File: config.mk
export PLATFORM = sky130hd
export DESIGN_NAME = csr_uart_fifo
export DESIGN_NICKNAME = d
export VERILOG_FILES = /design/src/rtl/csr_uart_fifo.sv
export SDC_FILE = /design/constraint.sdc
export NUM_CORES = 1
export LEC_CHECK = 0
export ABC_AREA = 1
export BUFFER_PORTS_ARGS = -buffer_cell sky130_fd_sc_hd__buf_2
export CAP_MARGIN = 20
export CORE_UTILIZATION = 53
export DETAILED_ROUTE_END_ITERATION = 10
export GPL_TIMING_DRIVEN = 1
export PLACE_DENSITY_LB_ADDON = 0.15
export REMOVE_ABC_BUFFERS = 1
export SLEW_MARGIN = 40
export SYNTH_ARGS = -nofsm -noshare
export SYNTH_HDL_FRONTEND = slang
export SYNTH_SLANG_ARGS = --single-unit
File: constraint.sdc
create_clock -name clk -period 3 [get_ports clk]
set_input_delay 0.15 -clock clk [delete_from_list [all_inputs] [get_ports clk]]
set_output_delay 0.15 -clock clk [all_outputs]
set_load 0.02 [all_outputs]
File: src/rtl/csr_uart_fifo.sv
// Buffered 8N1 UART on the CSR bus: DATA/CTRL/STATUS registers, TX and RX FIFOs,
// programmable baud divisor, sticky RX error flags and an RX-not-empty interrupt.
module csr_uart_fifo #(
    parameter logic [11:0] BASE_ADDR  = 12'hBC0,
    parameter int unsigned CLOCK_RATE = 12_000_000,
    parameter int unsigned BAUD_RATE  = 115200,
    parameter int unsigned TX_DEPTH   = 8,
    parameter int unsigned RX_DEPTH   = 8
) (
    input  logic        clk,
    input  logic        rstn,
    input  logic        read_i,
    input  logic [2:0]  modify_i,
    input  logic [31:0] wdata_i,
    input  logic [11:0] addr_i,
    output logic [31:0] rdata_o,
    output logic        valid_o,
    input  logic        rx_i,
    output logic        tx_o,
    output logic        irq_rx_o,
    output logic        avoid_warning_o
);

    localparam logic [15:0]  DivRst = 16'(CLOCK_RATE / BAUD_RATE - 1);
    localparam int unsigned  TxAw   = $clog2(TX_DEPTH);
    localparam int unsigned  RxAw   = $clog2(RX_DEPTH);
    localparam logic [TxAw:0] TxFullLvl = TX_DEPTH[TxAw:0];
    localparam logic [RxAw:0] RxFullLvl = RX_DEPTH[RxAw:0];

    typedef enum logic [1:0] {StIdle, StStart, StData, StStop} uart_st_e;

    logic        sel_data_q, sel_ctrl_q, sel_status_q;
    logic [15:0] div_q;
    logic        irq_en_q;
    logic [16:0] ctrl_d;
    logic [31:0] rdata_q, rdata_d;
    logic        valid_q, irq_q, overrun_q, frame_err_q;

    // TX path state
    logic [7:0]      tx_mem_q [TX_DEPTH];
    logic [TxAw-1:0] tx_wp_q, tx_rp_q;
    logic [TxAw:0]   tx_lvl_q;
    uart_st_e        tx_st_q;
    logic [15:0]     tx_cnt_q, tx_div_q;
    logic [2:0]      tx_bit_q;
    logic [7:0]      tx_sh_q;
    logic            tx_q;

    // RX path state
    logic [7:0]      rx_mem_q [RX_DEPTH];
    logic [RxAw-1:0] rx_wp_q, rx_rp_q;
    logic [RxAw:0]   rx_lvl_q;
    uart_st_e        rx_st_q;
    logic [15:0]     rx_cnt_q, rx_div_q;
    logic [2:0]      rx_bit_q;
    logic [7:0]      rx_sh_q;
    logic            rx_s1_q, rx_s2_q;

    logic        data_wr, data_pop, data_clr;
    logic        tx_full, tx_push, tx_pop, tx_bit_end;
    logic        rx_full, rx_empty, rx_push, rx_pop, rx_stop_smp;
    logic [15:0] div_eff, rx_half_m1;
    logic [7:0]  rx_head, tx_lvl8, rx_lvl8;

    assign data_wr  = sel_data_q && (modify_i == 3'b001);
    assign data_pop = sel_data_q && (modify_i == 3'b010);
    assign data_clr = sel_data_q && (modify_i == 3'b011);

    assign div_eff    = (div_q < 16'd3) ? 16'd3 : div_q;
    assign tx_full    = (tx_lvl_q == TxFullLvl);
    assign tx_push    = data_wr && !tx_full;
    assign tx_bit_end = (tx_cnt_q == tx_div_q);
    // The FIFO is read both from idle and at the end of a stop bit, so frames run back-to-back.
    assign tx_pop     = (tx_lvl_q != '0) &&
                        ((tx_st_q == StIdle) || ((tx_st_q == StStop) && tx_bit_end));

    assign rx_full     = (rx_lvl_q == RxFullLvl);
    assign rx_empty    = (rx_lvl_q == '0);
    assign rx_stop_smp = (rx_st_q == StStop) && (rx_cnt_q == rx_div_q);
    assign rx_push     = rx_stop_smp && !rx_full;
    assign rx_pop      = data_pop && !rx_empty;
    assign rx_head     = rx_empty ? 8'h00 : rx_mem_q[rx_rp_q];
    // (DIV+1)/2 - 1, valid because the latched divisor is never below 3
    assign rx_half_m1  = (rx_div_q - 16'd1) >> 1;

    always_comb begin
        tx_lvl8 = '0;
        rx_lvl8 = '0;
        tx_lvl8[TxAw:0] = tx_lvl_q;
        rx_lvl8[RxAw:0] = rx_lvl_q;
    end

    always_comb begin
        ctrl_d = {irq_en_q, div_q};
        if (sel_ctrl_q) begin
            case (modify_i)
                3'b001:  ctrl_d = wdata_i[16:0];
                3'b010:  ctrl_d = ctrl_d | wdata_i[16:0];
                3'b011:  ctrl_d = ctrl_d & ~wdata_i[16:0];
                default: ;
            endcase
        end
    end

    always_comb begin
        rdata_d = '0;
        if (sel_data_q) begin
            rdata_d = {20'b0, frame_err_q, overrun_q, tx_full, rx_empty, rx_head};
        end else if (sel_ctrl_q) begin
            rdata_d = {15'b0, irq_en_q, div_q};
        end else if (sel_status_q) begin
            rdata_d = {16'b0, tx_lvl8, rx_lvl8};
        end
    end

    always_ff @(posedge clk) begin
        if (!rstn) begin
            sel_data_q   <= 1'b0;
            sel_ctrl_q   <= 1'b0;
            sel_status_q <= 1'b0;
            div_q        <= DivRst;
            irq_en_q     <= 1'b0;
            rdata_q      <= '0;
            valid_q      <= 1'b0;
            irq_q        <= 1'b0;
        end else begin
            sel_data_q   <= (addr_i == BASE_ADDR);
            sel_ctrl_q   <= (addr_i == BASE_ADDR + 12'd1);
            sel_status_q <= (addr_i == BASE_ADDR + 12'd2);
            {irq_en_q, div_q} <= ctrl_d;
            rdata_q      <= rdata_d;
            valid_q      <= sel_data_q || sel_ctrl_q || sel_status_q;
            irq_q        <= irq_en_q && !rx_empty;
        end
    end

    always_ff @(posedge clk) begin
        if (tx_push) tx_mem_q[tx_wp_q] <= wdata_i[7:0];
        if (rx_push) rx_mem_q[rx_wp_q] <= rx_sh_q;
    end

    always_ff @(posedge clk) begin
        if (!rstn) begin
            tx_wp_q     <= '0;
            tx_rp_q     <= '0;
            tx_lvl_q    <= '0;
            rx_wp_q     <= '0;
            rx_rp_q     <= '0;
            rx_lvl_q    <= '0;
            overrun_q   <= 1'b0;
            frame_err_q <= 1'b0;
        end else begin
            if (tx_push) tx_wp_q <= tx_wp_q + 1'b1;
            if (tx_pop)  tx_rp_q <= tx_rp_q + 1'b1;
            if (tx_push && !tx_pop)      tx_lvl_q <= tx_lvl_q + 1'b1;
            else if (!tx_push && tx_pop) tx_lvl_q <= tx_lvl_q - 1'b1;
            if (rx_push) rx_wp_q <= rx_wp_q + 1'b1;
            if (rx_pop)  rx_rp_q <= rx_rp_q + 1'b1;
            if (rx_push && !rx_pop)      rx_lvl_q <= rx_lvl_q + 1'b1;
            else if (!rx_push && rx_pop) rx_lvl_q <= rx_lvl_q - 1'b1;
            // A new error in the same cycle as a clear wins, so no event is lost.
            if (data_clr) begin
                overrun_q   <= 1'b0;
                frame_err_q <= 1'b0;
            end
            if (rx_stop_smp && rx_full) overrun_q   <= 1'b1;
            if (rx_stop_smp && !rx_s2_q) frame_err_q <= 1'b1;
        end
    end

    always_ff @(posedge clk) begin
        if (!rstn) begin
            tx_st_q  <= StIdle;
            tx_cnt_q <= '0;
            tx_div_q <= DivRst;
            tx_bit_q <= '0;
            tx_sh_q  <= '0;
            tx_q     <= 1'b1;
        end else begin
            tx_cnt_q <= tx_bit_end ? 16'd0 : tx_cnt_q + 16'd1;
            if (tx_bit_end) tx_div_q <= div_eff;
            case (tx_st_q)
                StIdle: begin
                    tx_cnt_q <= '0;
                    if (tx_pop) begin
                        tx_st_q  <= StStart;
                        tx_sh_q  <= tx_mem_q[tx_rp_q];
                        tx_div_q <= div_eff;
                        tx_q     <= 1'b0;
                    end
                end
                StStart: if (tx_bit_end) begin
                    tx_st_q  <= StData;
                    tx_bit_q <= '0;
                    tx_q     <= tx_sh_q[0];
                end
                StData: if (tx_bit_end) begin
                    if (tx_bit_q == 3'd7) begin
                        tx_st_q <= StStop;
                        tx_q    <= 1'b1;
                    end else begin
                        tx_bit_q <= tx_bit_q + 3'd1;
                        tx_sh_q  <= tx_sh_q >> 1;
                        tx_q     <= tx_sh_q[1];
                    end
                end
                default: if (tx_bit_end) begin
                    if (tx_pop) begin
                        tx_st_q <= StStart;
                        tx_sh_q <= tx_mem_q[tx_rp_q];
                        tx_q    <= 1'b0;
                    end else begin
                        tx_st_q <= StIdle;
                    end
                end
            endcase
        end
    end

    always_ff @(posedge clk) begin
        if (!rstn) begin
            rx_s1_q  <= 1'b1;
            rx_s2_q  <= 1'b1;
            rx_st_q  <= StIdle;
            rx_cnt_q <= '0;
            rx_div_q <= DivRst;
            rx_bit_q <= '0;
            rx_sh_q  <= '0;
        end else begin
            rx_s1_q  <= rx_i;
            rx_s2_q  <= rx_s1_q;
            rx_cnt_q <= rx_cnt_q + 16'd1;
            case (rx_st_q)
                StIdle: begin
                    rx_cnt_q <= '0;
                    if (!rx_s2_q) begin
                        rx_st_q  <= StStart;
                        rx_div_q <= div_eff;
                    end
                end
                StStart: if (rx_cnt_q == rx_half_m1) begin
                    rx_cnt_q <= '0;
                    rx_bit_q <= '0;
                    rx_st_q  <= rx_s2_q ? StIdle : StData;
                end
                StData: if (rx_cnt_q == rx_div_q) begin
                    rx_cnt_q <= '0;
                    rx_sh_q  <= {rx_s2_q, rx_sh_q[7:1]};
                    if (rx_bit_q == 3'd7) rx_st_q <= StStop;
                    else                  rx_bit_q <= rx_bit_q + 3'd1;
                end
                default: if (rx_stop_smp) begin
                    rx_cnt_q <= '0;
                    rx_st_q  <= StIdle;
                end
            endcase
        end
    end

    assign rdata_o         = rdata_q;
    assign valid_o         = valid_q;
    assign tx_o            = tx_q;
    assign irq_rx_o        = irq_q;
    assign avoid_warning_o = read_i | (|wdata_i[31:17]);

endmodule

* After elaboration in Yosys (flattened, before gate mapping) *
Memory sizes are Yosys's and may differ from the RTL's. A register that Yosys moved wholly into a read port is not among the register bits.
Cells that the tools add are included.

storage, ports and cells
  register bits = 169
  bits in writable memories = 128
  output and inout port bits = 36
  memories = 2

memory list
  memory    words  bits a word  read ports  clocked after Yosys merged registers in  wr ports  RTL line  text
  rx_mem_q  8      8            1           1                                        1         50        logic [7:0] rx_mem_q [RX_DEPTH];
  tx_mem_q  8      8            1           1                                        1         40        logic [7:0] tx_mem_q [TX_DEPTH];

cells by class
  add/sub/neg operators = 13
  order comparisons = 1
  equal/unequal tests = 29
  multiplexer cells = 61
  bitwise gates (word level) = 7
  reductions and logical operators = 53

operators by type and width
  kind                                                          count
  2-to-1 mux 16 bit                                             7
  case mux 17 bit (3 select lines)                              1
  case mux 16 bit (3 select lines)                              1
  2-to-1 mux 8 bit                                              5
  equality test 12 bit (second input constant)                  3
  adder 16 x 1 -> 16 bit (second input constant)                2
  equality test 16 bit                                          2
  2-to-1 mux 3 bit                                              10
  2-to-1 mux 12 bit                                             2
  case mux 8 bit (3 select lines)                               1
  2-to-1 mux 2 bit                                              11
  inequality test 2 bit (second input constant)                 10
  adder 3 x 1 -> 3 bit (second input constant)                  6
  bitwise AND 17 bit                                            1
  2-to-1 mux 17 bit                                             1
  inverter 17 bit                                               1
  OR 17 bit                                                     1
  equality test 16 x 15 -> 1 bit                                1
  logical AND 1 bit                                             16
  less-than comparator 16 x 2 -> 1 bit (second input constant)  1
  2-to-1 mux 4 bit                                              4
  subtractor 16 x 1 -> 16 bit (second input constant)           1
  OR reduction 15 bit                                           1
  nonzero test 2 bit                                            7
  other kinds (26)                                              68

* Longest topological paths before layout *
Gate-level depths: netlist of run 1.

  word-level depth = 7
  depth in mapped cells = 20
  gate-level depth less buffers = 19

* Worst setup path before layout of run 1 *
Ideal clock, no wire load.

  path kind = register to register
  start point = register rx_cnt_q[8]
  end point = register rx_lvl_q[3]
  data arrival time = 2.458 ns
  data required time = 2.881 ns
  setup slack = 0.423 ns
  stages on the path, launching flop included = 21
  clock period less this slack = 2.577 ns
  path through = dfxtp_1 -> clkbuf_2 -> inv_1 -> nand2_1 -> nand2_1 -> nor2_1 -> nand2_1 -> nor2_1 -> nand3_2 -> nor2_4 -> ha_1 -> inv_1 -> ha_1 -> nand2_1 -> nor2_1 -> a211oi_1 -> nor2_1 -> nor2_1 -> nand2_1 -> o21ai_0 -> a21oi_1

between the ends
  longest elaborated chain between the ends = 6
  elaborated cells on any way between the ends = 8

RTL lines
  what                          RTL line  text
  from (decl)                   54        logic [15:0] rx_cnt_q, rx_div_q;
  from (signal assigned)        232       rx_cnt_q <= rx_cnt_q + 16'd1;
  equality test 16 bit *        79        assign rx_stop_smp = (rx_st_q == StStop) && (rx_cnt_q == rx_div_q);
  logical AND 1 bit *           79
  logical AND 1 bit *           80        assign rx_push = rx_stop_smp && !rx_full;
  net rx_push                   61        logic rx_full, rx_empty, rx_push, rx_pop, rx_stop_smp;
  zero test 1 bit               160       else if (!rx_push && rx_pop) rx_lvl_q <= rx_lvl_q - 1'b1;
  logical AND 1 bit             160
  nonzero test 2 bit (no line)  -
  to (signal assigned)          159       if (rx_push && !rx_pop) rx_lvl_q <= rx_lvl_q + 1'b1;
  to (signal assigned)          160
  to (decl)                     52        logic [RxAw:0] rx_lvl_q;

Mark *: on every way through the listed nets, which the timed path passes. The rest lies on a longest branch.
A chain may end at the register's enable or synchronous reset.

* Worst setup path after layout of run 1 *
  start point = register rx_cnt_q[12]
  end point = register rx_lvl_q[3]

Same word-level chain as after synthesis.

==> results of run 1 <==
[what timing repair did]
action	in CTS	in global routing
endpoints found under the setup margin	0	1
resized for setup	0	11
hold buffers	24	0
hold endpoints to repair	83	0
[sequential cells by signal (all words and copies together), names as in the netlist, 4 cells and up, named ones only]
signal	flops
rx_mem_q	64
rdata_o	17
tx_mem_q	64
tx_sh_q	8
tx_div_q	16
tx_lvl_q	4
rx_cnt_q	16
rx_lvl_q	4
tx_cnt_q	16
div_q	16
rx_sh_q	8
rx_div_q	16
[routing by layer]
layer,up-vias,GRT usage,part of all wire,wire (um)
met2,225,0.391,0.47,13600
met4,0,0.0800,0.025,731
met3,48,0.0279,0.043,1260
met1,4607,0.319,0.47,13600
met5,-,0,0,0
li1,5023,-,-,-
[critical path, cell delays in order, from the launching register on]
cell and delay, ns:
dfxtp_1 0.39, inv_1 0.10, nand2_1 0.06, nand2_1 0.05
nor2_1 0.13, nand2_1 0.08, nor2_2 0.17, nand3_2 0.12
nor2_4 0.16, ha_1 0.21, inv_1 0.09, ha_1 0.34
nand2_1 0.08, nor2_1 0.05, a211oi_2 0.19, nor2_1 0.07
nor2_1 0.08, nand2_1 0.06, o21ai_0 0.16, a21oi_1 0.05
[report_power, final]
part | internal [W] | switching [W]
clock | 0.00225 | 0.00152
sequential | 0.00433 | 0.000174
combinational | 0.000712 | 0.00123
total | 0.00729 | 0.00292
[per-stage QoR]
stage	cell area [um2]	std cells	power, W	hold WS [ns]	util
final	14900	1870	0.0102	0.0391	0.630
after global routing	14900	1870	0.0107	0.0355	0.630
after CTS	14900	1870	0.0103	0.0102	0.629
after detailed placement	13600	1792	0.00649	0.339	0.575
after global placement	13600	1792	0.00645	0.339	0.575
after floorplan	12600	1370	0.00592	0.234	-
[cells by family after synthesis]
| family | Yosys count | synth area share |
|---|---|---|
| buffers and inverters | 220 | 0.0708 |
| muxes | 12 | 0.00933 |
| xor gates and xnor gates | 44 | 0.0299 |
| adders and majority gates | 27 | 0.0274 |
| and+or+nand+nor | 513 | 0.175 |
| AOI/OAI and AO/OA | 313 | 0.140 |
| other | 1 | 0.000291 |
| DFF | 288 | 0.547 |
[final timing paths]
check,to,depth (start not counted),startpoint,slack (ns)
worst max-delay path,rx_lvl_q[3],19,rx_cnt_q[12],0.22
worst min-delay path,sel_data_q,5,addr_i[4],0.04
worst max register to register,rx_lvl_q[3],19,rx_cnt_q[12],0.22
worst min register to register,rx_s2_q,1,rx_s1_q,0.41
[layout make-up]
cell class              instances  area, um2
clock inverters                 7       87.6
well taps                     319        399
repair buffers                127        848
multi-input cells             924       4980
fillers                      1978       8770
inverters                     158        593
flip-flops and latches        288       7060
clock buffers                  47        947
[cells in the final DEF, fill, tap and decap left out, types with 19 or more instances in the layout]
cell type | netlist | final
nand3_1 | 48 | 48
a21oi_1 | 88 | 88
o21ai_0 | 152 | 152
xor2_1 | 27 | 27
nand2_1 | 200 | 200
buf_4 | 16 | 31
nor3_1 | 22 | 22
inv_1 | 152 | 152
clkbuf_16 | 0 | 32
nor2_2 | 17 | 19
nor2_1 | 171 | 169
buf_2 | 1 | 71
dlygate4sd3_1 | 0 | 24
edfxtp_1 | 128 | 128
o221ai_1 | 23 | 23
ha_1 | 25 | 25
dfxtp_1 | 160 | 152
==> impl_metrics.py, run 1 <==
metrics = {
    "synthesis": {
        "synth_seq_cells": 288,
        "syn_area_um2": 12900,
        "avgSynthCellArea_um2": 9.08,
        "yosys-top-cells-count": "nand2_1, nor2_1, dfxtp_1, inv_1, o21ai_0",
        "yosys.cell_types.count": 51,
        "yosysWarnings": 0,
        "synth_edf_count": 128,
        "synth.area.top_cells": "edfxtp_1, dfxtp_1, o21ai_0",
        "synthArstFlopShare": 0,
        "synth_cells": 1418,
        "ys_seq_area_frac": 0.547,
        "synth_most_common_cell": "nand2_1",
        "synth-main-ff-cell": "dfxtp_1",
        "synth_area_leader_cell": "edfxtp_1",
        "synth_top_area_share": 0.298,
    },
    "timing": {
        "fmax_ghz": 0.360,
        "timing.slew.headroom": 0.558,
        "hold_viol_final": 0,
        "fin_tns_setup_ns": 0,
        "slew_viol_final": 0,
        "fin_crit_ns": 2.78,
        "final.period_utilization": 0.926,
        "skew_ns": 0.0161,
        "worst_pin_slew_ns": 0.663,
        "setup_violations": 0,
        "fin_ws_ns": 0.223,
    },
    "placement": {
        "gp_congestion": 0.860,
        "pre_cts_ws_ns": 0.150,
        "dp_hpwl_um": 19800,
        "io_buffer_count": 71,
    },
    "global_routing": {
        "grtUsageTotal": 0.235,
        "grt_antenna_before_repair": 0,
        "overflow": 0,
        "grt_start_max_net_pins": 73,
        "grt_pass1_vias": 9102,
        "grt_pass1_wl_um": 46000,
    },
    "worst_setup_path": {
        "crit_required_ns": 3.46,
        "cp_max_fo": 5,
        "path_class": "flop to flop",
        "crit_arrival_ns": 3.23,
        "critPathLaunchType": "flop",
        "end_kind": "flop",
    },
    "clock_tree": {
        "cts_inserted_buffers": 30,
        "worstSkewPairLatency_ns": 0.57,
        "clockBufferDepth": 3,
        "path_clk_slew_ns": 0.06,
        "cts_sinks": 288,
        "cts.htree.levels": 1,
        "cts_tree": "yes",
        "cts_setup_buffers": 0,
        "clockRootBuffer": "clkbuf_16",
    },
    "route": {
        "firstDrtPassIters": 7,
        "postRouteAntennaNets": 0,
        "wl_um": 29200,
        "drt-initial-drc-count": 740,
        "vias": 9903,
        "routedWlPerCell_um": 15.6,
        "drc": 0,
        "via_per_inst": 5.30,
    },
    "hold_path": {
        "min_path_type": "input pin to flop",
    },
    "die": {
        "die_h_um": 158,
        "coreArea_um2": 23700,
        "rows": 56,
        "die_width_um": 158,
        "io_pins": 87,
        "initial_core_util": 0.544,
        "dieArea_um2": 24900,
    },
    "run": {
        "drv_cap": 0,
    },
    "cells_and_area": {
        "diodes": 0,
        "drive_gt1_frac": 0.133,
        "area_delta_synth_final_pct": 15.8,
        "nNetsFinal": 1607,
    },
    "pwr": {
        "leakagePower_nw": 5.93,
        "peakVddDrop_mv": 0.456,
        "cellPowerDensity_nw_per_um2": 685,
    },
    "run_status": {
        "status": "complete, no violations",
    },
}
Power figures use the tool's default switching activity.
==> run 2, diff against run 1 <==
clock period = 3.14 ns   (was 3 ns; I/O delays follow)
==> run 2 against run 1 <==
- global-route usage up 0.77 points
- worst setup slack better by 0.048 ns
- critical path type unchanged
- critical path depth unchanged
- die area unchanged
- maximum frequency down 3.2%
- clock-buffer cell count down 6
- total power down 5.5%
- combinational power down 5%
- via count up 0.75%
- sequential share of layout area up 0.17 points
- utilization down 0.25 points
- design area down 0.40%
==> impl_metrics.py, run 2 (synthesized netlist as in run 1, its figures left out) <==
metrics = {
    "run_status": {
        "status": "complete, no violations",
    },
    "timing": {
        "worst_pin_slew_ns": 0.819,
        "fmax_ghz": 0.349,
        "timing.slew.headroom": 0.452,
        "fin_crit_ns": 2.87,
        "final.period_utilization": 0.914,
        "fin_ws_ns": 0.271,
        "slew_viol_final": 0,
        "holdWs_ns": 0.107,
        "setup_violations": 0,
        "skew_ns": 0.0183,
        "hold_viol_final": 0,
    },
    "worst_setup_path": {
        "end_kind": "flop",
        "cp-endpoint": "rx_lvl_q[3]",
        "r2r-start": "rx_cnt_q[12]",
        "cp_max_fo": 5,
        "critPathLaunchType": "flop",
        "crit_arrival_ns": 3.32,
        "path_class": "flop to flop",
        "crit_required_ns": 3.59,
        "r2r_slack_ns": 0.27,
        "cp-startpoint": "rx_cnt_q[12]",
        "reg2reg_to": "rx_lvl_q[3]",
        "ff2ff_path_depth": 19,
    },
    "placement": {
        "dp_hpwl_um": 20100,
        "gp_congestion": 0.904,
        "io_buffer_count": 71,
        "pre_cts_ws_ns": 0.228,
    },
    "pwr": {
        "cellPowerDensity_nw_per_um2": 650,
        "seq_power_share": 0.445,
        "switching_share": 0.288,
        "leakagePower_nw": 5.91,
        "pwr-share-comb": 0.192,
        "switching_power_w": 0.00278,
        "p_int_w": 0.00687,
        "clkPwrFrac": 0.363,
        "peakVddDrop_mv": 0.503,
        "total_power_w": 0.00965,
    },
    "clock_tree": {
        "cts_sinks": 288,
        "cts_tree": "yes",
        "clockRootBuffer": "clkbuf_16",
        "path_clk_slew_ns": 0.06,
        "worstSkewPairLatency_ns": 0.57,
        "cts.htree.levels": 1,
        "cts_setup_buffers": 0,
        "clockBufferDepth": 3,
        "cts_inserted_buffers": 31,
    },
    "cells_and_area": {
        "drive_gt1_frac": 0.126,
        "multi_input_area_um2": 4980,
        "area_delta_synth_final_pct": 15.3,
        "final_common_cell": "nand2_1",
        "finish.utilization": 0.627,
        "fill_cells": 2051,
        "final-seq-area_um2": 7050,
        "diodes": 0,
        "layout_common_cells": "nand2_1, nor2_1, dfxtp_1",
        "nNetsFinal": 1608,
    },
    "route": {
        "routedWlPerCell_um": 15.9,
        "via_per_inst": 5.33,
        "postRouteAntennaNets": 0,
        "vias": 9977,
        "drt-initial-drc-count": 815,
        "firstDrtPassIters": 6,
        "drc": 0,
        "wl_um": 29800,
    },
    "die": {
        "dieArea_um2": 24900,
        "die_width_um": 158,
        "coreArea_um2": 23700,
        "io_pins": 87,
        "rows": 56,
        "initial_core_util": 0.544,
        "die_h_um": 158,
    },
    "hold_path": {
        "min_path_type": "input pin to flop",
    },
    "global_routing": {
        "grt_start_max_net_pins": 55,
        "met1_usage": 0.314,
        "grt_antenna_before_repair": 1,
        "overflow": 0,
        "grtUsageTotal": 0.243,
        "busiest_layer": "met2",
        "grt_pass1_wl_um": 47100,
        "grt_pass1_vias": 9336,
        "use_met3": 0.0298,
        "met2_usage": 0.428,
    },
    "run": {
        "drv_cap": 0,
    },
}
run 2: area by class of cell:
cell class              count  area share
flip-flops and latches    288       0.475
repair buffers            127      0.0569
inverters                 158      0.0399
well taps                 319      0.0269
clock inverters            16     0.00893
multi-input cells         924       0.335
clock buffers              41      0.0573
run 2: stage by stage:
| step | instance area (um2) | std cells | setup TNS (ns) |
|---|---|---|---|
| final | 14900 | 1873 | 0 |
| after global routing | 14900 | 1873 | -0.0299 |
| after CTS | 14800 | 1873 | 0 |
| after detailed placement | 13600 | 1788 | 0 |
| after global placement | 13600 | 1788 | 0 |
| after floorplan | 12600 | 1370 | 0 |
run 2: metal layers:
| metal | wire length (um) | share of wire |
|---|---|---|
| met1 | 13600 | 0.45 |
| met2 | 14400 | 0.48 |
| met3 | 1230 | 0.041 |
| met4 | 646 | 0.022 |
| met5 | 10 | 0.00034 |
run 2: critical path, stage by stage (launching register included):
cell      delay (ns)
dfxtp_1         0.39
inv_1           0.10
nand2_1         0.07
nand2_1         0.05
nor2_1          0.13
nand2_1         0.09
nor2_2          0.18
nand3_2         0.18
nor2_4          0.17
ha_1            0.22
inv_1           0.10
ha_1            0.34
nand2_1         0.08
nor2_1          0.05
a211oi_2        0.20
nor2_1          0.07
nor2_1          0.08
nand2_1         0.07
o21ai_0         0.14
a21oi_1         0.05
run 2: power by group through the flow:
| stage | Combinational [W] | Clock (W) | Sequential [W] |
|---|---|---|---|
| 6_report | 0.00185 | 0.00350 | 0.00430 |
| 5_1_grt | 0.00212 | 0.00370 | 0.00433 |
| 4_1_cts | 0.00186 | 0.00357 | 0.00430 |
| 3_5_place_dp | 0.00183 | 0 | 0.00438 |
| 3_3_place_gp | 0.00179 | 0 | 0.00437 |
| 2_1_floorplan | 0.00129 | 0 | 0.00437 |
run 2: worst min-delay path by stage:
stage	from	endpoint	slack (ns)	cells past startpoint
final	modify_i[2]	overrun_q	0.11	5
after global routing	modify_i[2]	frame_err_q	0.11	5
after CTS	modify_i[2]	overrun_q	0.06	5
after detailed placement	rx_i	rx_s1_q	0.35	2
after global placement	rx_i	rx_s1_q	0.35	2
after floorplan	rstn	tx_div_q[0]	0.24	1
run 2: timing repair:
action	in CTS	in global routing
gates resized for setup	0	6
endpoints found under the hold margin	86	0
hold buffers	28	0
endpoints found under the setup margin	0	1
==> run 3, diff against run 2 <==
CORE_ASPECT_RATIO = 1.5   (was default)
==> run 3 against run 2 <==
- clock-buffer cell count is 4 lower
- worst setup slack better by 0.040 ns
- design area is 0.24% higher
- cell count is 0.32% lower
- highest routed layer is now met4
- total power is 1.3% higher
==> impl_metrics.py, run 3 (synthesized netlist as in run 1, its figures left out) <==
metrics = {
    "clock_tree": {
        "cts.htree.levels": 1,
        "clockRootBuffer": "clkbuf_16",
        "path_clk_slew_ns": 0.07,
        "cts_sinks": 288,
        "cts_tree": "yes",
        "cts_setup_buffers": 0,
        "clockBufferDepth": 3,
        "worstSkewPairLatency_ns": 0.55,
        "cts_inserted_buffers": 27,
    },
    "global_routing": {
        "grtUsageTotal": 0.252,
        "grt_pass1_wl_um": 48900,
        "overflow": 0,
        "grt_pass1_vias": 9809,
        "grt_start_max_net_pins": 44,
        "grt_antenna_before_repair": 1,
    },
    "cells_and_area": {
        "drive_gt1_frac": 0.130,
        "area_delta_synth_final_pct": 15.6,
        "nNetsFinal": 1604,
        "layout_common_cells": "nand2_1, nor2_1, dfxtp_1",
        "layoutNonFillerInstCount": 1867,
        "final_common_cell": "nand2_1",
    },
    "timing": {
        "fin_tns_setup_ns": 0,
        "skew_ns": 0.0166,
        "final.period_utilization": 0.901,
        "fin_ws_ns": 0.312,
        "fin_crit_ns": 2.83,
        "timing.slew.headroom": 0.461,
        "fmax_ghz": 0.354,
        "hold_viol_final": 0,
        "rsz0062_at_grt": "false",
        "setup_violations": 0,
        "holdWs_ns": 0.101,
        "slew_viol_final": 0,
        "worst_pin_slew_ns": 0.802,
    },
    "pwr": {
        "peakVddDrop_mv": 0.484,
        "pwr-share-comb": 0.192,
        "switching_power_w": 0.00279,
        "total_power_w": 0.00978,
        "p_int_w": 0.00699,
        "switching_share": 0.285,
        "cellPowerDensity_nw_per_um2": 657,
        "seq_power_share": 0.439,
        "leakagePower_nw": 5.91,
        "clkPwrFrac": 0.369,
    },
    "worst_setup_path": {
        "end_kind": "flop",
        "reg2reg_to": "tx_lvl_q[3]",
        "crit_required_ns": 3.58,
        "cp_max_fo": 5,
        "critPathLaunchType": "flop",
        "cp_slowest_stage_delay_ns": 0.34,
        "path_common_cell": "nand2_1",
        "crit_slowest_cell": "dfxtp_1",
        "ff2ff_path_depth": 19,
        "r2r-start": "tx_cnt_q[13]",
        "crit_arrival_ns": 3.27,
        "crit_path_cell_trace": "inv_1 -> nand2_1 -> a21oi_1 -> nand3_1 -> nor2_1 -> nand2_1 -> nand2_1 -> nand3_2 -> ha_1 -> inv_1 -> ha_1 -> nand2_1 -> nor2_1 -> a211oi_2 -> nor2_1 -> nor2_1 -> nand2_1 -> o21ai_0 -> a21oi_1",
        "r2r_slack_ns": 0.31,
        "path_class": "flop to flop",
    },
    "route": {
        "drt-initial-drc-count": 487,
        "firstDrtPassIters": 5,
        "routedWlPerCell_um": 16.3,
        "drc": 0,
        "via_per_inst": 5.34,
        "wl_um": 30400,
        "vias": 9979,
        "postRouteAntennaNets": 0,
    },
    "placement": {
        "pre_cts_ws_ns": 0.233,
        "dp_hpwl_um": 21300,
        "gp_congestion": 0.855,
        "io_buffer_count": 71,
        "place_inst": 1790,
    },
    "die": {
        "io_pins": 87,
        "initial_core_util": 0.543,
        "dieArea_um2": 24900,
        "die_h_um": 193,
        "coreArea_um2": 23700,
        "die_width_um": 129,
        "rows": 69,
    },
    "hold_path": {
        "whs_path_depth": 5,
        "min_path_type": "input pin to flop",
        "hold_end": "overrun_q",
        "hold_start": "modify_i[2]",
    },
    "run": {
        "drv_cap": 0,
    },
    "run_status": {
        "status": "complete, no violations",
    },
}
[run 3: changes by cell type in the layout (fill, tap and decap cells not counted), sizes merged]
| cell | previous run | this run |
|---|---|---|
| diode | 0 | 1 |
| bufinv | 2 | 5 |
| dlygate4sd3 | 28 | 26 |
| inv | 158 | 157 |
| buf | 99 | 101 |
| clkinv | 14 | 7 |
| clkbuf | 41 | 37 |
| clkinvlp | 0 | 2 |
[run 3: through the flow]
| step | util | area, um2 |
|---|---|---|
| 4_1_cts | 0.626 | 14900 |
| 2_1_floorplan | - | 12600 |
| 3_3_place_gp | 0.573 | 13600 |
| 5_1_grt | 0.627 | 14900 |
| 3_5_place_dp | 0.573 | 13600 |
| 6_report | 0.627 | 14900 |
[run 3: worst max-delay path: cells and delay by family (launching register included)]
family	cells	cell delay, ns
simple gates	11	1.07
compound gates	4	0.58
fa+ha+maj	2	0.51
flops	1	0.34
buf+inv	2	0.23
[run 3: worst max path at each step]
stage,startpoint,endpoint,cells after the start
2_1_floorplan,rx_cnt_q[8],rx_lvl_q[3],19
3_3_place_gp,rx_cnt_q[0],rx_lvl_q[3],19
3_5_place_dp,rx_cnt_q[2],rx_lvl_q[3],19
4_1_cts,rx_cnt_q[12],rx_lvl_q[3],19
5_1_grt,rx_div_q[12],rx_lvl_q[3],19
6_report,tx_cnt_q[13],tx_lvl_q[3],19
[run 3: cell type report]
class                   instances  area [um2]
clock buffers                  37         793
multi-input cells             924        5000
diodes                          1        2.50
fillers                      2034        8850
inverters                     158         593
flip-flops and latches        288        7050
well taps                     319         399
repair buffers                127         841
clock inverters                13         209
[run 3: what timing repair did]
item | CTS | global route
hold buffers | 26 | 0
resized for setup | 0 | 10
endpoints found under the hold margin | 83 | 0
setup endpoints to repair | 0 | 2
[run 3: power by group through the flow]
stage               logic, W  clock network, W  registers [W]
floorplan            0.00129                 0        0.00437
global placement     0.00181                 0        0.00437
detailed placement   0.00185                 0        0.00438
CTS                  0.00188           0.00367        0.00430
global route         0.00214           0.00382        0.00433
finish               0.00188           0.00360        0.00430
[run 3: per-layer routing]
layer,global-route usage,routed length [um]
met1,0.291,12100
met5,0,0
met3,0.0342,1330
met2,0.458,15700
met4,0.119,1210
